--- src/rtl/multicycle_ctrl.sv ---
// rtl/multicycle_ctrl.sv - multicycle FSM control unit for the ARM-subset datapath
// Sequences fetch/decode/execute/memory/writeback and owns the NZCV flags register.
module multicycle_ctrl #(
  parameter int INSTR_W     = 32,
  parameter int ALUCTRL_W   = 3,
  parameter int MEM_WAIT_EN = 1
) (
  input  logic                 clk,
  input  logic                 rst_n,
  input  logic [INSTR_W-1:0]   instr,
  input  logic [3:0]           alu_flags,
  input  logic                 mem_ready,
  output logic                 mem_read,
  output logic                 mem_write,
  output logic                 ir_write,
  output logic                 adr_src,
  output logic                 pc_write,
  output logic                 reg_write,
  output logic [1:0]           reg_src,
  output logic [1:0]           imm_src,
  output logic [1:0]           alu_src_a,
  output logic [1:0]           alu_src_b,
  output logic [1:0]           result_src,
  output logic [ALUCTRL_W-1:0] alu_control,
  output logic [3:0]           flags,
  output logic                 instr_done,
  output logic                 illegal
);

  typedef enum logic [3:0] {
    S_FETCH, S_DECODE, S_EXECR, S_EXECI, S_ALUWB,
    S_MEMADR, S_MEMRD, S_MEMWB, S_MEMWR, S_BRANCH
  } state_t;

  localparam logic [ALUCTRL_W-1:0] ALU_ADD = ALUCTRL_W'(0);
  localparam logic [ALUCTRL_W-1:0] ALU_SUB = ALUCTRL_W'(1);
  localparam logic [ALUCTRL_W-1:0] ALU_AND = ALUCTRL_W'(2);
  localparam logic [ALUCTRL_W-1:0] ALU_ORR = ALUCTRL_W'(6);
  localparam bit WAIT_EN = (MEM_WAIT_EN != 0);

  state_t state, state_nx;
  logic [3:0] flags_q, flags_nx;

  logic [1:0] op;
  logic [5:0] funct;
  logic [3:0] rd, cond, cmd;
  logic       mr, cond_ok, rd_pc, unused_bits;

  assign cond  = instr[31:28];
  assign op    = instr[27:26];
  assign funct = instr[25:20];
  assign rd    = instr[15:12];
  assign cmd   = funct[4:1];
  assign rd_pc = (rd == 4'hF);
  assign mr    = !WAIT_EN || mem_ready;
  assign unused_bits = ^instr;

  logic n_f, z_f, c_f, v_f;
  assign {n_f, z_f, c_f, v_f} = flags_q;

  always_comb begin
    cond_ok = 1'b0;
    case (cond)
      4'h0: cond_ok = z_f;
      4'h1: cond_ok = !z_f;
      4'h2: cond_ok = c_f;
      4'h3: cond_ok = !c_f;
      4'h4: cond_ok = n_f;
      4'h5: cond_ok = !n_f;
      4'h6: cond_ok = v_f;
      4'h7: cond_ok = !v_f;
      4'h8: cond_ok = c_f && !z_f;
      4'h9: cond_ok = !c_f || z_f;
      4'hA: cond_ok = (n_f == v_f);
      4'hB: cond_ok = (n_f != v_f);
      4'hC: cond_ok = !z_f && (n_f == v_f);
      4'hD: cond_ok = z_f || (n_f != v_f);
      4'hE: cond_ok = 1'b1;
      default: cond_ok = 1'b0;
    endcase
  end

  logic [ALUCTRL_W-1:0] dp_alu;
  logic                 dp_logic, dp_cmp;
  always_comb begin
    dp_alu = ALU_ADD;
    case (cmd)
      4'b0100: dp_alu = ALU_ADD;
      4'b0010: dp_alu = ALU_SUB;
      4'b0000: dp_alu = ALU_AND;
      4'b1100: dp_alu = ALU_ORR;
      4'b1010: dp_alu = ALU_SUB;
      default: dp_alu = ALU_ADD;
    endcase
  end
  assign dp_logic = (cmd == 4'b0000) || (cmd == 4'b1100);
  assign dp_cmp   = (cmd == 4'b1010);

  logic                 mem_read_c, mem_write_c, ir_write_c, adr_src_c;
  logic                 pc_write_c, reg_write_c, done_c, illegal_c;
  logic [1:0]           reg_src_c, imm_src_c, src_a_c, src_b_c, res_c;
  logic [ALUCTRL_W-1:0] alu_c;

  always_comb begin
    state_nx    = state;
    flags_nx    = flags_q;
    mem_read_c  = 1'b0;
    mem_write_c = 1'b0;
    ir_write_c  = 1'b0;
    adr_src_c   = 1'b0;
    pc_write_c  = 1'b0;
    reg_write_c = 1'b0;
    done_c      = 1'b0;
    illegal_c   = 1'b0;
    reg_src_c   = 2'b00;
    imm_src_c   = 2'b00;
    src_a_c     = 2'b00;
    src_b_c     = 2'b00;
    res_c       = 2'b00;
    alu_c       = ALU_ADD;
    case (state)
      S_FETCH: begin
        mem_read_c = 1'b1;
        src_a_c    = 2'b01;
        src_b_c    = 2'b10;
        res_c      = 2'b10;
        if (mr) begin
          ir_write_c = 1'b1;
          pc_write_c = 1'b1;
          state_nx   = S_DECODE;
        end
      end
      S_DECODE: begin
        src_a_c      = 2'b01;
        src_b_c      = 2'b10;
        imm_src_c    = (op == 2'b01) ? 2'b01 : (op == 2'b10) ? 2'b10 : 2'b00;
        reg_src_c[0] = (op == 2'b10);
        reg_src_c[1] = (op == 2'b01) && !funct[0];
        if (!cond_ok) begin
          done_c   = 1'b1;
          state_nx = S_FETCH;
        end else begin
          case (op)
            2'b00:   state_nx = funct[5] ? S_EXECI : S_EXECR;
            2'b01:   state_nx = S_MEMADR;
            2'b10:   state_nx = S_BRANCH;
            default: begin
              illegal_c = 1'b1;
              done_c    = 1'b1;
              state_nx  = S_FETCH;
            end
          endcase
        end
      end
      S_EXECR, S_EXECI: begin
        src_b_c = (state == S_EXECI) ? 2'b01 : 2'b00;
        alu_c   = dp_alu;
        // Logical ops leave C/V alone so a prior shift/arith carry survives
        if (funct[0])
          flags_nx = dp_logic ? {alu_flags[3:2], flags_q[1:0]} : alu_flags;
        if (dp_cmp) begin
          done_c   = 1'b1;
          state_nx = S_FETCH;
        end else begin
          state_nx = S_ALUWB;
        end
      end
      S_ALUWB, S_MEMWB: begin
        res_c       = (state == S_MEMWB) ? 2'b01 : 2'b00;
        pc_write_c  = rd_pc;
        reg_write_c = !rd_pc;
        done_c      = 1'b1;
        state_nx    = S_FETCH;
      end
      S_MEMADR: begin
        src_b_c   = 2'b01;
        imm_src_c = 2'b01;
        alu_c     = funct[3] ? ALU_ADD : ALU_SUB;
        state_nx  = funct[0] ? S_MEMRD : S_MEMWR;
      end
      S_MEMRD: begin
        mem_read_c = 1'b1;
        adr_src_c  = 1'b1;
        if (mr) state_nx = S_MEMWB;
      end
      S_MEMWR: begin
        mem_write_c = 1'b1;
        adr_src_c   = 1'b1;
        reg_src_c   = 2'b10;
        if (mr) begin
          done_c   = 1'b1;
          state_nx = S_FETCH;
        end
      end
      S_BRANCH: begin
        src_a_c    = 2'b10;
        src_b_c    = 2'b01;
        imm_src_c  = 2'b10;
        res_c      = 2'b10;
        pc_write_c = 1'b1;
        done_c     = 1'b1;
        state_nx   = S_FETCH;
      end
      default: state_nx = S_FETCH;
    endcase
  end

  always_ff @(posedge clk or negedge rst_n) begin
    if (!rst_n) begin
      state   <= S_FETCH;
      flags_q <= 4'b0000;
    end else begin
      state   <= state_nx;
      flags_q <= flags_nx;
    end
  end

  // Gate with rst_n so the FETCH decode does not leak out while held in reset
  assign mem_read    = rst_n && mem_read_c;
  assign mem_write   = rst_n && mem_write_c;
  assign ir_write    = rst_n && ir_write_c;
  assign adr_src     = rst_n && adr_src_c;
  assign pc_write    = rst_n && pc_write_c;
  assign reg_write   = rst_n && reg_write_c;
  assign instr_done  = rst_n && done_c;
  assign illegal     = rst_n && illegal_c;
  assign reg_src     = rst_n ? reg_src_c : 2'b00;
  assign imm_src     = rst_n ? imm_src_c : 2'b00;
  assign alu_src_a   = rst_n ? src_a_c : 2'b00;
  assign alu_src_b   = rst_n ? src_b_c : 2'b00;
  assign result_src  = rst_n ? res_c : 2'b00;
  assign alu_control = rst_n ? alu_c : '0;
  assign flags       = flags_q;

endmodule

--- config.mk ---
export PLATFORM = sky130hd
export DESIGN_NAME = multicycle_ctrl
export DESIGN_NICKNAME = d
export VERILOG_FILES = /design/src/rtl/multicycle_ctrl.sv
export SDC_FILE = /design/constraint.sdc
export NUM_CORES = 1
export LEC_CHECK = 0
export ABC_AREA = 1
export BUFFER_PORTS_ARGS = -buffer_cell sky130_fd_sc_hd__buf_2
export CORE_UTILIZATION = 46
export DETAILED_ROUTE_END_ITERATION = 12
export GPL_ROUTABILITY_DRIVEN = 1
export PLACE_DENSITY = 0.9
export SYNTH_ARGS = -nofsm -noshare
export SYNTH_HDL_FRONTEND = slang
export SYNTH_SLANG_ARGS = --single-unit
--- constraint.sdc ---
create_clock -name clk -period 3.55 [get_ports clk]
set_input_delay 0.355 -clock clk [delete_from_list [all_inputs] [get_ports clk]]
set_output_delay 0.355 -clock clk [all_outputs]
set_load 0.01 [all_outputs]
==> results summary <==
The run finished with clean final reports. The number of slew-limit violations in the final report was 0. The total negative setup slack is 0 ns. The part of the Yosys area used for sequential elements came out at 0.1975. By count the netlist is led by 37 x sky130_fd_sc_hd__nand2_1, 24 x sky130_fd_sc_hd__nor2_1, 19 x sky130_fd_sc_hd__inv_1, 15 x sky130_fd_sc_hd__nand3_1. For this run, the leading register cell type out of synthesis is sky130_fd_sc_hd__dfrtp_1. Yosys instantiated no cell more often than sky130_fd_sc_hd__nand2_1. The met1 layer usage reported by global route came out at 0.3124. The count of endpoints failing hold in the final timing report is 0. The met2 usage is 0.3912. TritonCTS built the clock tree. The area of the die is roughly 0.0024 sq mm.

The region available for standard cell placement spans 0.002022 sq mm. The clock drives 8 sinks. Of the available clock period, the critical path in the final layout requires 0.6879. The initial antenna violation count is 0. The number of setup buffers added after CTS is 0.

In the synthesized netlist the async set-or-reset flop fraction comes to 1.000. The kind of start point of the critical path is an input port. Measured against its own limit, the worst slew margin works out to 0.6928. The clock latency reported for the late side of the worst-skew pair came out at approximately 0.26 ns.

Of all cell types, the one taking the most synthesized area is sky130_fd_sc_hd__dfrtp_1. The post-synthesis cell type count came out at 30. Setup repair after global routing left no endpoint under its margin. The worst setup path is captured at an output pin. The post-route minimum period is about 2.4 ns. The actual transition at the worst max-transition pin is between 0.4 and 0.5 ns. In this run the static leakage power is ~0.75 nW.

The worst vdd rail ir drop came out at between 300 and 400 uV. The final net count came out at 264. By area the synthesized netlist is led by sky130_fd_sc_hd__dfrtp_1 20%, sky130_fd_sc_hd__nand2_1 14%, sky130_fd_sc_hd__nor2_1 8.9%, sky130_fd_sc_hd__nand3_1 7.4%, sky130_fd_sc_hd__inv_1 7.0%. Across every metal layer, demand over resource in global routing totals 0.2369. The top fanout value on the critical path is 18. The area overhead of the layout relative to synthesis came out at 28.15%. The number of enable flip-flop cells after synthesis is 0. The worst hold margin came out at approximately 0.31 ns. In this run the most used layer during global routing was met2. The total setup violations reported at the end of the flow came out at 0. The remaining antenna violation count is 0. For this block, the initial DRC count from the detailed router was 30. The Yosys step of the flow raised 0 warnings. After synthesis, the mean cell area works out to between 5 and 6 sq um. The synthesized netlist net count is 214. The via count of the first global-routing pass is around 1100.

The worst setup path is of the input port to output pin kind. The vertical die dimension came out at between 40 and 50 microns. The detailed placer's ending HPWL came out at a little over 2000 microns. Between clock sinks in the finished design, the worst skew comes to ~0.0022 ns. Pin placement for this block handled 64 I/O pins.

For this configuration, the core starts out at a cell density of 0.5012. The pin count of the biggest net entering global routing came out at 19. The area fraction of the dominant cell type after synthesis is 0.1975. The data arrival at the endpoint of the critical path is ~2.1 ns. The total power divided by cell area is between 500 and 600 mW/mm^2. The congestion estimate from routability-driven global placement came to 0.8535. For met3 alone, demand over resource in global routing was 0.04050. The number of H-tree levels came out at 1. The vias per cell came out at around 5.

The final layout contains routed wiring with a total length of between 2000 and 3000 microns. After detailed routing, the average wire length per cell comes to roughly 11 microns. The path category of the worst min-delay check is input port to flop. The iteration count of the initial detailed-routing pass came out at 4. The synthesized design contains 8 register bits.

The final routed DRC violation total came out at 0. The die width came out at roughly 50 microns. The total number of vias came out at ~1200. The flop-to-flop setup slack came out at approximately 2.1 ns.

The summed instance area of the synthesized netlist is slightly above 0.001 sq mm. The instance count of the mapped netlist is 170. The number of CTS-inserted buffers is 3. The first global-routing pass estimated about 4500 microns of wire.

The tree is rooted in a sky130_fd_sc_hd__clkbuf_4. The register clock-pin slew on the reported worst setup and hold paths is about 0.050 ns. At the worst endpoint, the required time is 3.19 ns. The count of port buffers added during placement came out at 47. The count of max-cap constraint violations is 0. After floorplanning, the core was divided into 16 placement rows.

The total overflow left after global routing is 0. The share of cells above drive strength 1 is 0.3578. The maximum number of buffers from clock root to sink is 2. Based on the critical path, the design can be clocked at up to slightly above 400 MHz. The number of antenna diodes came out at 0.
## flip-flops by register name, indices dropped and copies added, names as in the netlist
| signal | cells |
|---|---|
| flags | 4 |
| state | 4 |
## logic make-up (layout without fill, tap and decap cells)
logic type	after synthesis	count (layout)	synth area share
compound gates	22	22	0.1309
flops	8	8	0.1975
buf+inv	36	84	0.1383
simple gates	99	99	0.4716
fa+ha+maj	5	5	0.06173
## cell usage in the layout (no fill, tap or decap), types with 2 or more instances in the layout
cell and instances:
sky130_fd_sc_hd__nor2_1 24, sky130_fd_sc_hd__clkinv_1 2, sky130_fd_sc_hd__a21oi_2 2, sky130_fd_sc_hd__inv_1 19, sky130_fd_sc_hd__o21ai_0 2, sky130_fd_sc_hd__a21oi_1 12, sky130_fd_sc_hd__nand4_1 2, sky130_fd_sc_hd__nor2_4 2
sky130_fd_sc_hd__dfrtp_1 8, sky130_fd_sc_hd__nor2_2 2, sky130_fd_sc_hd__nor3_1 6, sky130_fd_sc_hd__nand2_2 6, sky130_fd_sc_hd__nand2_1 37, sky130_fd_sc_hd__clkbuf_4 3, sky130_fd_sc_hd__inv_2 12, sky130_fd_sc_hd__buf_2 47
sky130_fd_sc_hd__ha_1 5, sky130_fd_sc_hd__nand3_1 15
## stage by stage
step	worst slack (ns)	cell area (sq um)	cells	util	power, W
after global placement	1.631	1266	241	0.6262	0.0006700
after global routing	0.9287	1299	245	0.6423	0.0008363
final	1.108	1299	245	0.6423	0.0007620
after detailed placement	1.625	1266	241	0.6262	0.0006860
after CTS	1.079	1299	245	0.6423	0.0007620
after floorplan	1.952	1013	170	-	0.0005432
## critical path: stages
cell and delay (ns):
sky130_fd_sc_hd__dlygate4sd3_1 0.52, sky130_fd_sc_hd__buf_2 0.26, sky130_fd_sc_hd__clkinv_1 0.45, sky130_fd_sc_hd__nor3_1 0.33, sky130_fd_sc_hd__buf_2 0.17
## repair_timing
item                      CTS  global route
gates resized for setup     0             0
hold buffers                1             0
hold endpoints to repair    8             0
## power breakdown
group / switching [W] / internal (W) / leakage, nW / total (W)
clock network: 0.0000314 / 0.0000387 / 0.0138 / 0.0000702
logic: 0.000329 / 0.000189 / 0.638 / 0.000518
registers: 0.0000426 / 0.000131 / 0.0980 / 0.000174
total: 0.000403 / 0.000359 / 0.750 / 0.000762
## layout make-up
class	count	area, sq um
timing repair buffer	48	245.2
clock buffer	3	22.52
fill	212	723.2
multi-input combinational	126	673.1
sequential	8	200.2
inverter	33	123.9
tap	27	33.78
## final timing paths
kind                                           start                    to  cells past startpoint
worst max register to register  state[2]$_DFFE_PN0P_  state[0]$_DFFE_PN0P_                      9
min in group asynchronous                      rst_n  state[3]$_DFFE_PN0P_                      2
max in group asynchronous                      rst_n  flags[2]$_DFFE_PN0P_                      2
worst min-delay path                    alu_flags[3]  flags[3]$_DFFE_PN0P_                      3
worst max-delay path                           rst_n          alu_src_a[0]                      5
worst min register to register  flags[1]$_DFFE_PN0P_  flags[1]$_DFFE_PN0P_                      2
## per-layer routing
| metal | vias to the layer above | wire length (microns) | part of all wire |
|---|---|---|---|
| li1 | 638 | - | - |
| met1 | 516 | 1209 | 0.46 |
| met2 | 44 | 1212 | 0.46 |
| met3 | 6 | 152 | 0.058 |
| met4 | 0 | 37 | 0.014 |
| met5 | - | 0 | 0 |
Note: power is estimated with default switching activity, not from simulation.
